===== config.mk =====
export PLATFORM = sky130hd
export DESIGN_NAME = bin_to_bcd_converter
export DESIGN_NICKNAME = d
export VERILOG_FILES = /design/src/rtl/bcd_pkg.sv /design/src/rtl/bcd_digit_adj.sv /design/src/rtl/bin_to_bcd_converter.sv
export SDC_FILE = /design/constraint.sdc
export NUM_CORES = 1
export LEC_CHECK = 0
export CORE_MARGIN = 4
export CORE_UTILIZATION = 50
export CTS_BUF_LIST = sky130_fd_sc_hd__clkbuf_4 sky130_fd_sc_hd__clkbuf_8
export CTS_CLUSTER_DIAMETER = 100
export DETAILED_ROUTE_END_ITERATION = 10
export PLACE_DENSITY = 0.75
export REMOVE_ABC_BUFFERS = 1
export SLEW_MARGIN = 5
export SYNTH_ARGS = -nofsm -noshare
export SYNTH_HDL_FRONTEND = slang
export SYNTH_SLANG_ARGS = --single-unit

===== constraint.sdc =====
create_clock -name clk_signal -period 2.48 [get_ports clk_signal]
set_input_delay 0.62 -clock clk_signal [delete_from_list [all_inputs] [get_ports clk_signal]]
set_output_delay 0.62 -clock clk_signal [all_outputs]
set_load 0.1 [all_outputs]

===== src/rtl/bcd_pkg.sv =====
// Shared types and constants for the binary-to-BCD converter.
//   state_t    : converter FSM states
//   DIGIT_W    : bits per BCD digit
//   ADJ_THRESH : digit value at or above which the +3 correction applies
//   pow10(n)   : 10**n, used for the overflow threshold
package bcd_pkg;

  typedef enum logic [1:0] {
    IDLE  = 2'd0,
    SHIFT = 2'd1,
    DONE  = 2'd2
  } state_t;

  localparam int unsigned DIGIT_W    = 4;
  localparam int unsigned ADJ_THRESH = 5;

  function automatic logic [31:0] pow10(input int unsigned n);
    logic [31:0] r;
    r = 32'd1;
    for (int unsigned i = 0; i < n; i++) begin
      r = r * 32'd10;
    end
    return r;
  endfunction

endpackage


===== src/rtl/bcd_digit_adj.sv =====
// Combinational shift-and-add-3 correction cell for one BCD digit.
//   digit    in  DIGIT_W  current scratch digit
//   adjusted out DIGIT_W  digit + 3 when digit >= ADJ_THRESH, else digit
module bcd_digit_adj
  import bcd_pkg::*;
(
  input  logic [DIGIT_W-1:0] digit,
  output logic [DIGIT_W-1:0] adjusted
);

  assign adjusted = (digit >= DIGIT_W'(ADJ_THRESH)) ? digit + DIGIT_W'(3) : digit;

endmodule


===== src/rtl/bin_to_bcd_converter.sv =====
// Sequential binary-to-BCD converter (shift-and-add-3, one bit per clock).
//   clk_signal in  1           clock, posedge
//   reset      in  1           asynchronous active-high reset
//   start      in  1           conversion request, sampled only in IDLE
//   bin_in     in  BIN_WIDTH   binary value, captured on accepted start
//   busy       out 1           high from the cycle after accept until done
//   done       out 1           one-cycle pulse, bcd_out valid
//   bcd_out    out 4*DIGITS    packed BCD, [3:0] = ones
//   overflow   out 1           captured value was >= 10**DIGITS
// Option macro BCD_SATURATE_EN: overflowing results read as all nines instead
// of the low DIGITS decimal digits.
module bin_to_bcd_converter
  import bcd_pkg::*;
#(
  parameter int unsigned BIN_WIDTH = 14,
  parameter int unsigned DIGITS    = 4
) (
  input  logic                         clk_signal,
  input  logic                         reset,
  input  logic                         start,
  input  logic [BIN_WIDTH-1:0]         bin_in,
  output logic                         busy,
  output logic                         done,
  output logic [DIGIT_W*DIGITS-1:0]    bcd_out,
  output logic                         overflow
);

  localparam int unsigned BCD_W     = DIGITS * DIGIT_W;
  // One spare digit so inputs up to 2**BIN_WIDTH-1 convert without wrapping.
  localparam int unsigned SCR_BCD_W = (DIGITS + 1) * DIGIT_W;
  localparam int unsigned SCR_W     = SCR_BCD_W + BIN_WIDTH;
  localparam int unsigned CNT_W     = $clog2(BIN_WIDTH);
  localparam logic [31:0] OVF_LIMIT = pow10(DIGITS);

  state_t             state_q, state_d;
  logic [SCR_W-1:0]   scratch_q, scratch_d;
  logic [CNT_W-1:0]   cnt_q, cnt_d;
  logic               ovf_q, ovf_d;
  logic               busy_d, done_d, overflow_d;
  logic [BCD_W-1:0]   bcd_d;

  logic [SCR_BCD_W-1:0] bcd_adj_c;
  logic [SCR_W-1:0]     scratch_shift_c;
  logic [BCD_W-1:0]     result_c;

  // Per-digit +3 correction on the BCD field of the scratch register.
  for (genvar g = 0; g < DIGITS + 1; g++) begin : g_adj
    bcd_digit_adj u_adj (
      .digit    (scratch_q[BIN_WIDTH + g*DIGIT_W +: DIGIT_W]),
      .adjusted (bcd_adj_c[g*DIGIT_W +: DIGIT_W])
    );
  end

  assign scratch_shift_c = {bcd_adj_c[SCR_BCD_W-2:0], scratch_q[BIN_WIDTH-1:0], 1'b0};

  // Final digits presented at done; the spare upper digit is dropped.
`ifdef BCD_SATURATE_EN
  assign result_c = ovf_q ? {DIGITS{4'h9}} : scratch_q[BIN_WIDTH +: BCD_W];
`else
  assign result_c = scratch_q[BIN_WIDTH +: BCD_W];
`endif

  // Next-state and datapath update.
  always_comb begin
    state_d    = state_q;
    scratch_d  = scratch_q;
    cnt_d      = cnt_q;
    ovf_d      = ovf_q;
    busy_d     = busy;
    done_d     = 1'b0;
    bcd_d      = bcd_out;
    overflow_d = overflow;
    case (state_q)
      IDLE: begin
        if (start) begin
          scratch_d = {SCR_BCD_W'(0), bin_in};
          cnt_d     = '0;
          ovf_d     = (32'(bin_in) >= OVF_LIMIT);
          busy_d    = 1'b1;
          state_d   = SHIFT;
        end
      end
      SHIFT: begin
        scratch_d = scratch_shift_c;
        cnt_d     = cnt_q + CNT_W'(1);
        if (cnt_q == CNT_W'(BIN_WIDTH - 1)) begin
          state_d = DONE;
        end
      end
      DONE: begin
        done_d     = 1'b1;
        bcd_d      = result_c;
        overflow_d = ovf_q;
        busy_d     = 1'b0;
        state_d    = IDLE;
      end
      default: begin
        state_d = IDLE;
        busy_d  = 1'b0;
      end
    endcase
  end

  // State and output registers.
  always_ff @(posedge clk_signal or posedge reset) begin
    if (reset) begin
      state_q   <= IDLE;
      scratch_q <= '0;
      cnt_q     <= '0;
      ovf_q     <= 1'b0;
      busy      <= 1'b0;
      done      <= 1'b0;
      bcd_out   <= '0;
      overflow  <= 1'b0;
    end else begin
      state_q   <= state_d;
      scratch_q <= scratch_d;
      cnt_q     <= cnt_d;
      ovf_q     <= ovf_d;
      busy      <= busy_d;
      done      <= done_d;
      bcd_out   <= bcd_d;
      overflow  <= overflow_d;
    end
  end

endmodule

[Yosys cells after proc, flatten, opt, wreduce, memory -nomap -nowiden]
Cells that the tools add are included.
W data, S select, Z words.
Storage, ports and cells
  flip-flop bits (word level): 60
  bits in latches: 0
  RAM bits: 0
  memory bits (read-only): 0
  bits of input ports: 17
  memories kept: 0
Operators by class
  add/subtract/negate cells: 6
  multiply operators: 0
  divide/modulo/power cells: 0
  $lt $le $gt $ge: 6
  equality and inequality tests: 5
  shift-type cells: 0
  mux-type cells: 15
  bitwise logic cells: 1
  reductions and logical operators: 6
Operators with widths (count)
  $pmux W34 S2: 1
  $mux W34: 1
  $ge A4 B3 Y1 const B: 5
  $mux W4: 5
  $add A4 B2 Y4 const B: 4
  $ge A14 B14 Y1 const B: 1
  $pmux W4 S2: 1
  $reduce_and A2 Y1: 4
  $add A4 B1 Y4 const B: 1
  $eq A4 B4 Y1 const B: 1
  $mux W2: 2
  $ne A2 B2 Y1 const B: 2
  $pmux W2 S2: 1
  $add A3 B2 Y3 const B: 1
  $mux W3: 1
  $eq A2 B1 Y1 const B: 1
  $eq A2 B2 Y1 const B: 1
  $logic_not A2 Y1: 1
  $mux W1: 2
  $pmux W1 S2: 1
  $reduce_bool A2 Y1: 1
  $not A1 Y1: 1

[Depth between registers and ports, before layout]
Gate-level depths: netlist of run 1.
  depth after elaboration: 3
  gate-level depth with buffers: 6

[Cells and area by module]
From an unflattened synthesis of run 1, not the netlist that was laid out.
Unflattened totals
  cells, all modules: 258
  area total of the unflattened synthesis: 2826.5 µm²
Modules (own cells, without submodules)
  bin_to_bcd_converter: times used 1, cells each 194, area each 2421.1 µm², sequential area each 1401.3 µm²
  bcd_digit_adj: times used 4, cells each 16, area each 101.3 µm², sequential area each 0.0 µm²

[Worst setup path after synthesis of run 1]
OpenSTA, ideal clock, no wires.
  path type: flip-flop to output port
  from: register busy
  to: output busy
  data arrival time: 0.898 ns
  data required time: 1.860 ns
  path slack: 0.962 ns
  stages on the path, launching flop included: 1
  buffers on the path: 0
  path through: dfrtp_1
RTL lines
  start: declaration: line bin_to_bcd_converter.sv:22  | output logic busy,
  start signal: assignment: line bin_to_bcd_converter.sv:120  | busy <= busy_d;
No word-level cell between the ends.

[Worst setup path in the final report of run 1]
  from: register scratch_q[14]
  to: register scratch_q[16]
On the way
  longest elaborated chain between the ends: 3
  elaborated cells on any way between the ends: 4
  those cells by class: 1 x add/sub; 1 x order compare; 2 x mux
Ends and longest elaborated chain
  start: declaration: line bin_to_bcd_converter.sv:36  | logic [SCR_W-1:0] scratch_q, scratch_d;
  start signal: assignment: line bin_to_bcd_converter.sv:117  | scratch_q <= scratch_d;
  $add A4 B2 Y4 or $ge A4 B3 Y1 (tied branches): line bcd_digit_adj.sv:11  | assign adjusted = (digit >= DIGIT_W'(ADJ_THRESH)) ? digit + DIGIT_W'(3) : digit;
  $mux W4 (*): line bcd_digit_adj.sv:11
  $pmux W34 S2 (*): line bin_to_bcd_converter.sv:73  | case (state_q)
Every way passes the cells marked *; elsewhere a longest branch is shown, timed or not.
A chain may end at the register's enable or synchronous reset.

==> results.md, run 1 <==
* Status: finished clean
* Setup crit start kind: register
* Ys async rst share at 100%
* Vias in the first global route at 1799
* CTS root buffer: clkbuf_8
* Die area at 6440 sq um
* Logic pwr share at 50.9%
* YS warnings at 0
* Layout net count at 309
* Synth Register Bits at 56
* Via count at 1901
* Reg2reg end: scratch_q[16]$_DFFE_PP0P_
* Most frequent cell after synthesis: dfrtp_1
* Initial antenna violation count at 0
* Share of the core filled with cells at 60.1%
* Post-synth top area share at 53.7%
* Initial DRC Count at 111
* Ranking of synthesized cells by area: dfrtp_1 54%, nand2_1 6.5%, mux2_2 5.6%, o21ai_0 5.2%, ha_1 4.8%
* Max FO, Critical Path at 4
* WHS Endpoint: cnt_q[3]$_DFFE_PP0P_
* H-tree depth at 2
* Area growth syn-to-layout at 16.8%
* Hold_buf cts at 0
* Final worst-path cycle share at 70.0%
* Largest net degree at the start of global routing at 57
* Gr usage total at 15.6%
* Crit. End Element: register
* Cells along the critical path: inv_1, ha_1, nand2b_1, a21oi_1, mux2_2, o21ai_0
* Initial Util at 51.5%
* Clock latency on the worst-skew pair at 0.30 ns
* Area leader, netlist: dfrtp_1
* Vias/cell at 5.39
* Power Density at 1400 nW/um^2
* Worst Hold Class: register to register
* Total Negative Setup Slacks at 0 ns
* Row cnt at 26
* Residual DRC at 0
* Clock Power Share at 12.2%
* First-pass GRT wire length at 7.98 mm
* Worst relative slew slack at 65.9%
* Post-synth top cells: 56 x dfrtp_1, 45 x nand2_1, 27 x o21ai_0
* Worst vdd ir at 493 uV
* Fin. max-slew vios at 0
* Switching power at 2.06 mW
* Reg2reg path depth at 6
* Die H at 80.3 um
* Final setup fails at 0
* Min Tclk post-route at 1.74 ns
* Number of flops mapped to enable cells by yosys at 0
* Clock buffer depth at 2
* Leak Pwr at 1.45 nW
* Worst-case clock skew at 0.00419 ns
* Worst Path Arrival at 1.96 ns
* Post-synth top flop: dfrtp_1
* Total Routed Length at 4.73 mm
* TritonCTS clock tree: built
* TritonCTS buffer count at 5
* Worst endpoint required time at 2.71 ns
* IO Pins at 36
* R2r startpoint: scratch_q[14]$_DFFE_PP0P_
* Final Hold Fails at 0
* Total grt overflow at 0
* Hold Path Stages at 1
* RD Place Congestion at 0.773
* RSZ-0062 raised after global routing: no
* FF-to-FF setup slack at 0.74 ns
* Post-route ant nets at 0
* Die width at 80.3 um
* Sequential Power Share at 36.9%
* Startpoint of the worst hold path: cnt_q[3]$_DFFE_PP0P_
* Pre-Repair DR Iteration Count at 4
* Setup repair bufs after CTS at 0
* Max cap viols at 0
* Syn Std Cell Area at 2610 sq um
* Crit path max-delay cell type: dfrtp_1
* Max Clock Freq at 0.576 GHz
* Clock transition at the registers of the reported paths at 0.09 ns
* Share of cells above drive strength 1 at 18.4%
* Cells after synthesis at 247
* Core area at 5070 sq um
* Synth unique cells at 34
* Slew of the pin with the lowest slew margin at 0.510 ns
* Ant diodes at 0
* DP HPWL at 3.38 mm
* Post-synthesis sequential area ratio at 53.7%
* Sw frac at 48.1%
* Pint at 2.22 mW
* CTS-repair resized insts at 0
* Clock sink count at 56
* Syn Area/Cell at 10.6 sq um
* # port buffers at 35
* CP max stage delay at 0.40 ns
* DR WL/cell at 13.4 um
* Critical path type: register to register
[registers in the layout (all words and copies together), names as in the netlist]
signal	flops
scratch_q	30
bcd_out	16
cnt_q	4
state_q	2
busy	1
done	1
overflow	1
ovf_q	1
[per-stage QoR]
stage | setup slack [ns] | area [sq um] | hold WS, ns | instances | power, mW
after detailed placement | 0.426 | 2950 | 0.464 | 345 | 3.79
after global routing | 0.595 | 3050 | 0.509 | 353 | 4.55
after floorplan | 0.489 | 2530 | 0.443 | 238 | 3.28
final | 0.744 | 3050 | 0.481 | 353 | 4.27
after CTS | 0.740 | 3050 | 0.483 | 353 | 4.31
after global placement | 0.479 | 2950 | 0.461 | 345 | 3.72
[worst max-delay path by stage]
stage                                    startpoint                        end  cells past startpoint
after floorplan                               reset     bcd_out[0]$_DFFE_PP0P_                      1
after global routing      scratch_q[14]$_DFFE_PP0P_  scratch_q[16]$_DFFE_PP0P_                      6
final                     scratch_q[14]$_DFFE_PP0P_  scratch_q[16]$_DFFE_PP0P_                      6
after CTS                 scratch_q[14]$_DFFE_PP0P_  scratch_q[16]$_DFFE_PP0P_                      6
after global placement                        start   scratch_q[7]$_DFFE_PP0P_                      5
after detailed placement                      start   scratch_q[2]$_DFFE_PP0P_                      5
[power groups by stage]
stage	logic (mW)	registers, mW	clock network [mW]
global route	2.35	1.62	0.579
global placement	2.14	1.58	0
finish	2.17	1.58	0.523
detailed placement	2.20	1.59	0
floorplan	0.944	2.33	0
CTS	2.20	1.58	0.535
[critical path, delay by kind of cell (launching register included)]
kind	cells	cell delay (ns)
AOI/OAI and AO/OA	2	0.39
and+or+nand+nor	1	0.09
buffers and inverters	1	0.19
DFF	1	0.40
adders and majority gates	1	0.24
muxes	1	0.36
[routing by layer]
| metal | part of all wire, % | track usage [%] | up-vias |
|---|---|---|---|
| li1 | - | - | 924 |
| met1 | 44 | 19.5 | 926 |
| met2 | 51 | 27.6 | 47 |
| met3 | 4.6 | 3.48 | 4 |
| met4 | 0.34 | 3.38 | 0 |
| met5 | 0 | 0 | - |
[cell usage in the layout, fill, tap and decap left out, drive strengths merged]
cell type / count
nand2: 47
a21o: 1
nor2b: 2
o31ai: 2
a31oi: 5
xor2: 1
buf: 21
nand2b: 4
nor3b: 7
nand4: 1
clkbuf: 8
nand3: 17
a21oi: 6
dfrtp: 56
o311ai: 1
nor4: 1
o21ai: 29
ha: 10
nor2: 4
clkdlybuf4s50: 16
xnor2: 5
a22oi: 13
mux2: 13
inv: 13
[kinds of logic (layout without fill, tap and decap cells)]
kind of cell               after synthesis  count (layout)  synth area share [%]
AOI/OAI and AO/OA                       57              57                  13.0
adders and majority gates               10              10                  4.79
xor gates and xnor gates                 6               6                  2.01
muxes                                   13              13                  5.61
DFF                                     56              56                  53.7
buffers and inverters                   22              58                  4.79
and+or+nand+nor                         83              83                  16.1
[final cells by class]
cell class | instances | area, sq um
sequential | 56 | 1400
fill | 454 | 2020
clock buffer | 8 | 97.6
tap | 70 | 87.6
timing repair buffer | 37 | 330
inverter | 13 | 48.8
multi-input combinational | 169 | 1080
No activity file was read; power rests on OpenSTA's default activity.
==> run 2, diff against run 1 <==
- clock period: 2.48 -> 1.75 ns (I/O delays scaled with it)
==> results.md, run 2 (synthesized netlist as in run 1, its figures left out) <==
* Status: finished clean
* Commonest non-fill, non-tap cell in the layout: dfrtp_1
* Via count at 1942
* H-tree depth at 2
* Area growth syn-to-layout at 28.6%
* Sw frac at 46.2%
* Logic pwr share at 54.5%
* TritonCTS clock tree: built
* Largest net degree at the start of global routing at 57
* Die area at 6440 sq um
* Ant diodes at 0
* CP max stage delay at 0.43 ns
* Min Tclk post-route at 1.66 ns
* Total Routed Length at 4.96 mm
* Commonest cells after routing, fill and taps aside: 56 x dfrtp_1, 45 x nand2_1, 27 x o21ai_0
* Crit. End Element: register
* DP HPWL at 3.68 mm
* Pint at 3.60 mW
* Leak Pwr at 1.55 nW
* IO Pins at 36
* Worst-case clock skew at 0.00488 ns
* Initial DRC Count at 147
* Worst vdd ir at 927 uV
* Die H at 80.3 um
* Post-route ant nets at 0
* # port buffers at 35
* Max reg flops at 30
* Initial antenna violation count at 0
* Final worst-path cycle share at 94.7%
* Worst relative slew slack at 72.7%
* Die width at 80.3 um
* Clock latency on the worst-skew pair at 0.31 ns
* Total grt overflow at 0
* Clock sink count at 56
* RD Place Congestion at 0.733
* Share of cells above drive strength 1 at 21.6%
* Vias in the first global route at 1937
* Total Negative Setup Slacks at 0 ns
* Clock buffer depth at 2
* CTS root buffer: clkbuf_8
* Vias/cell at 5.36
* Max FO, Critical Path at 4
* Clock Power Share at 10.8%
* Power Density at 1990 nW/um^2
* Row cnt at 26
* Critical path type: register to register
* Worst endpoint required time at 1.98 ns
* Switching power at 3.09 mW
* Pre-Repair DR Iteration Count at 5
* Biggest register: scratch_q
* Largest registers: scratch_q x30, bcd_out x16, cnt_q x4
* Max Clock Freq at 0.604 GHz
* Slew of the pin with the lowest slew margin at 0.408 ns
* Total power at 6.70 mW
* Residual DRC at 0
* Core area at 5070 sq um
* First-pass GRT wire length at 8.71 mm
* Cells along the critical path: inv_1, ha_1, nand2b_1, a21oi_1, mux2_2, o21ai_0
* Crit path max-delay cell type: dfrtp_1
* DR WL/cell at 13.7 um
* TritonCTS buffer count at 5
* RSZ-0062 raised after global routing: no
* Initial Util at 51.5%
* Worst Hold Class: register to register
* Gr usage total at 17.3%
* Final setup fails at 0
* Sequential Power Share at 34.7%
* Final Hold Fails at 0
* Max cap viols at 0
* Fin. max-slew vios at 0
* Setup crit start kind: register
* Worst Path Arrival at 1.88 ns
* Layout net count at 318
* Clock transition at the registers of the reported paths at 0.09 ns
* Share of the core filled with cells at 66.2%
## run 2: per-layer routing
metal | GRT usage (%) | vias up | wire [um]
li1 | - | 942 | -
met1 | 20.5 | 954 | 2080
met2 | 30.7 | 40 | 2610
met3 | 4.26 | 6 | 214
met4 | 5.24 | 0 | 51
met5 | 0 | - | 0
## run 2: metrics by stage
stage / setup WS, ns / cells / cell area (sq um) / hold slack, ns
3_3_place_gp: -0.00574 / 354 / 3260 / 0.460
2_1_floorplan: -0.0588 / 238 / 2530 / 0.443
6_report: 0.0936 / 362 / 3360 / 0.484
5_1_grt: 0.00585 / 362 / 3360 / 0.500
4_1_cts: 0.0489 / 362 / 3350 / 0.488
3_5_place_dp: -0.0374 / 354 / 3260 / 0.466
## run 2: path summary, 6_finish.rpt
kind | start | endpoint | slack [ns] | cells past startpoint
max | scratch_q[22]$_DFFE_PP0P_ | scratch_q[24]$_DFFE_PP0P_ | 0.09 | 6
min | scratch_q[1]$_DFFE_PP0P_ | scratch_q[1]$_DFFE_PP0P_ | 0.48 | 2
max reg2reg | scratch_q[22]$_DFFE_PP0P_ | scratch_q[24]$_DFFE_PP0P_ | 0.09 | 6
min reg2reg | scratch_q[1]$_DFFE_PP0P_ | scratch_q[1]$_DFFE_PP0P_ | 0.48 | 2
max in group asynchronous | reset | scratch_q[1]$_DFFE_PP0P_ | 1.01 | 3
min in group asynchronous | reset | bcd_out[9]$_DFFE_PP0P_ | 0.49 | 3
## run 2: power by group through the flow
| stage | registers (mW) | clock network [mW] | logic (mW) |
|---|---|---|---|
| finish | 2.32 | 0.723 | 3.65 |
| global route | 2.41 | 0.798 | 3.92 |
| CTS | 2.32 | 0.737 | 3.67 |
| detailed placement | 2.35 | 0 | 3.66 |
| global placement | 2.31 | 0 | 3.53 |
| floorplan | 3.31 | 0 | 1.34 |
## run 2: worst max-delay path, delay by kind of cell (launching register included)
kind,cells,cell delay (ns)
compound gates,2,0.39
simple gates,1,0.07
buf+inv,1,0.12
fa+ha+maj,1,0.20
flops,1,0.43
mux,1,0.37
## run 2: timing repair
item                                    CTS  global route
resized for setup                         0             2
buffers inserted                          0             0
endpoints found under the setup margin    0             2
hold buffers                              0             0
## run 2: cell type report
| cell class | count | area [sq um] |
|---|---|---|
| Clock buffer | 6 | 82.6 |
| Clock inverter | 2 | 10.0 |
| Fill cell | 426 | 1720 |
| Inverter | 13 | 48.8 |
| Multi-Input combinational cell | 169 | 1090 |
| Sequential cell | 56 | 1400 |
| Tap cell | 70 | 87.6 |
| Timing Repair Buffer | 46 | 636 |
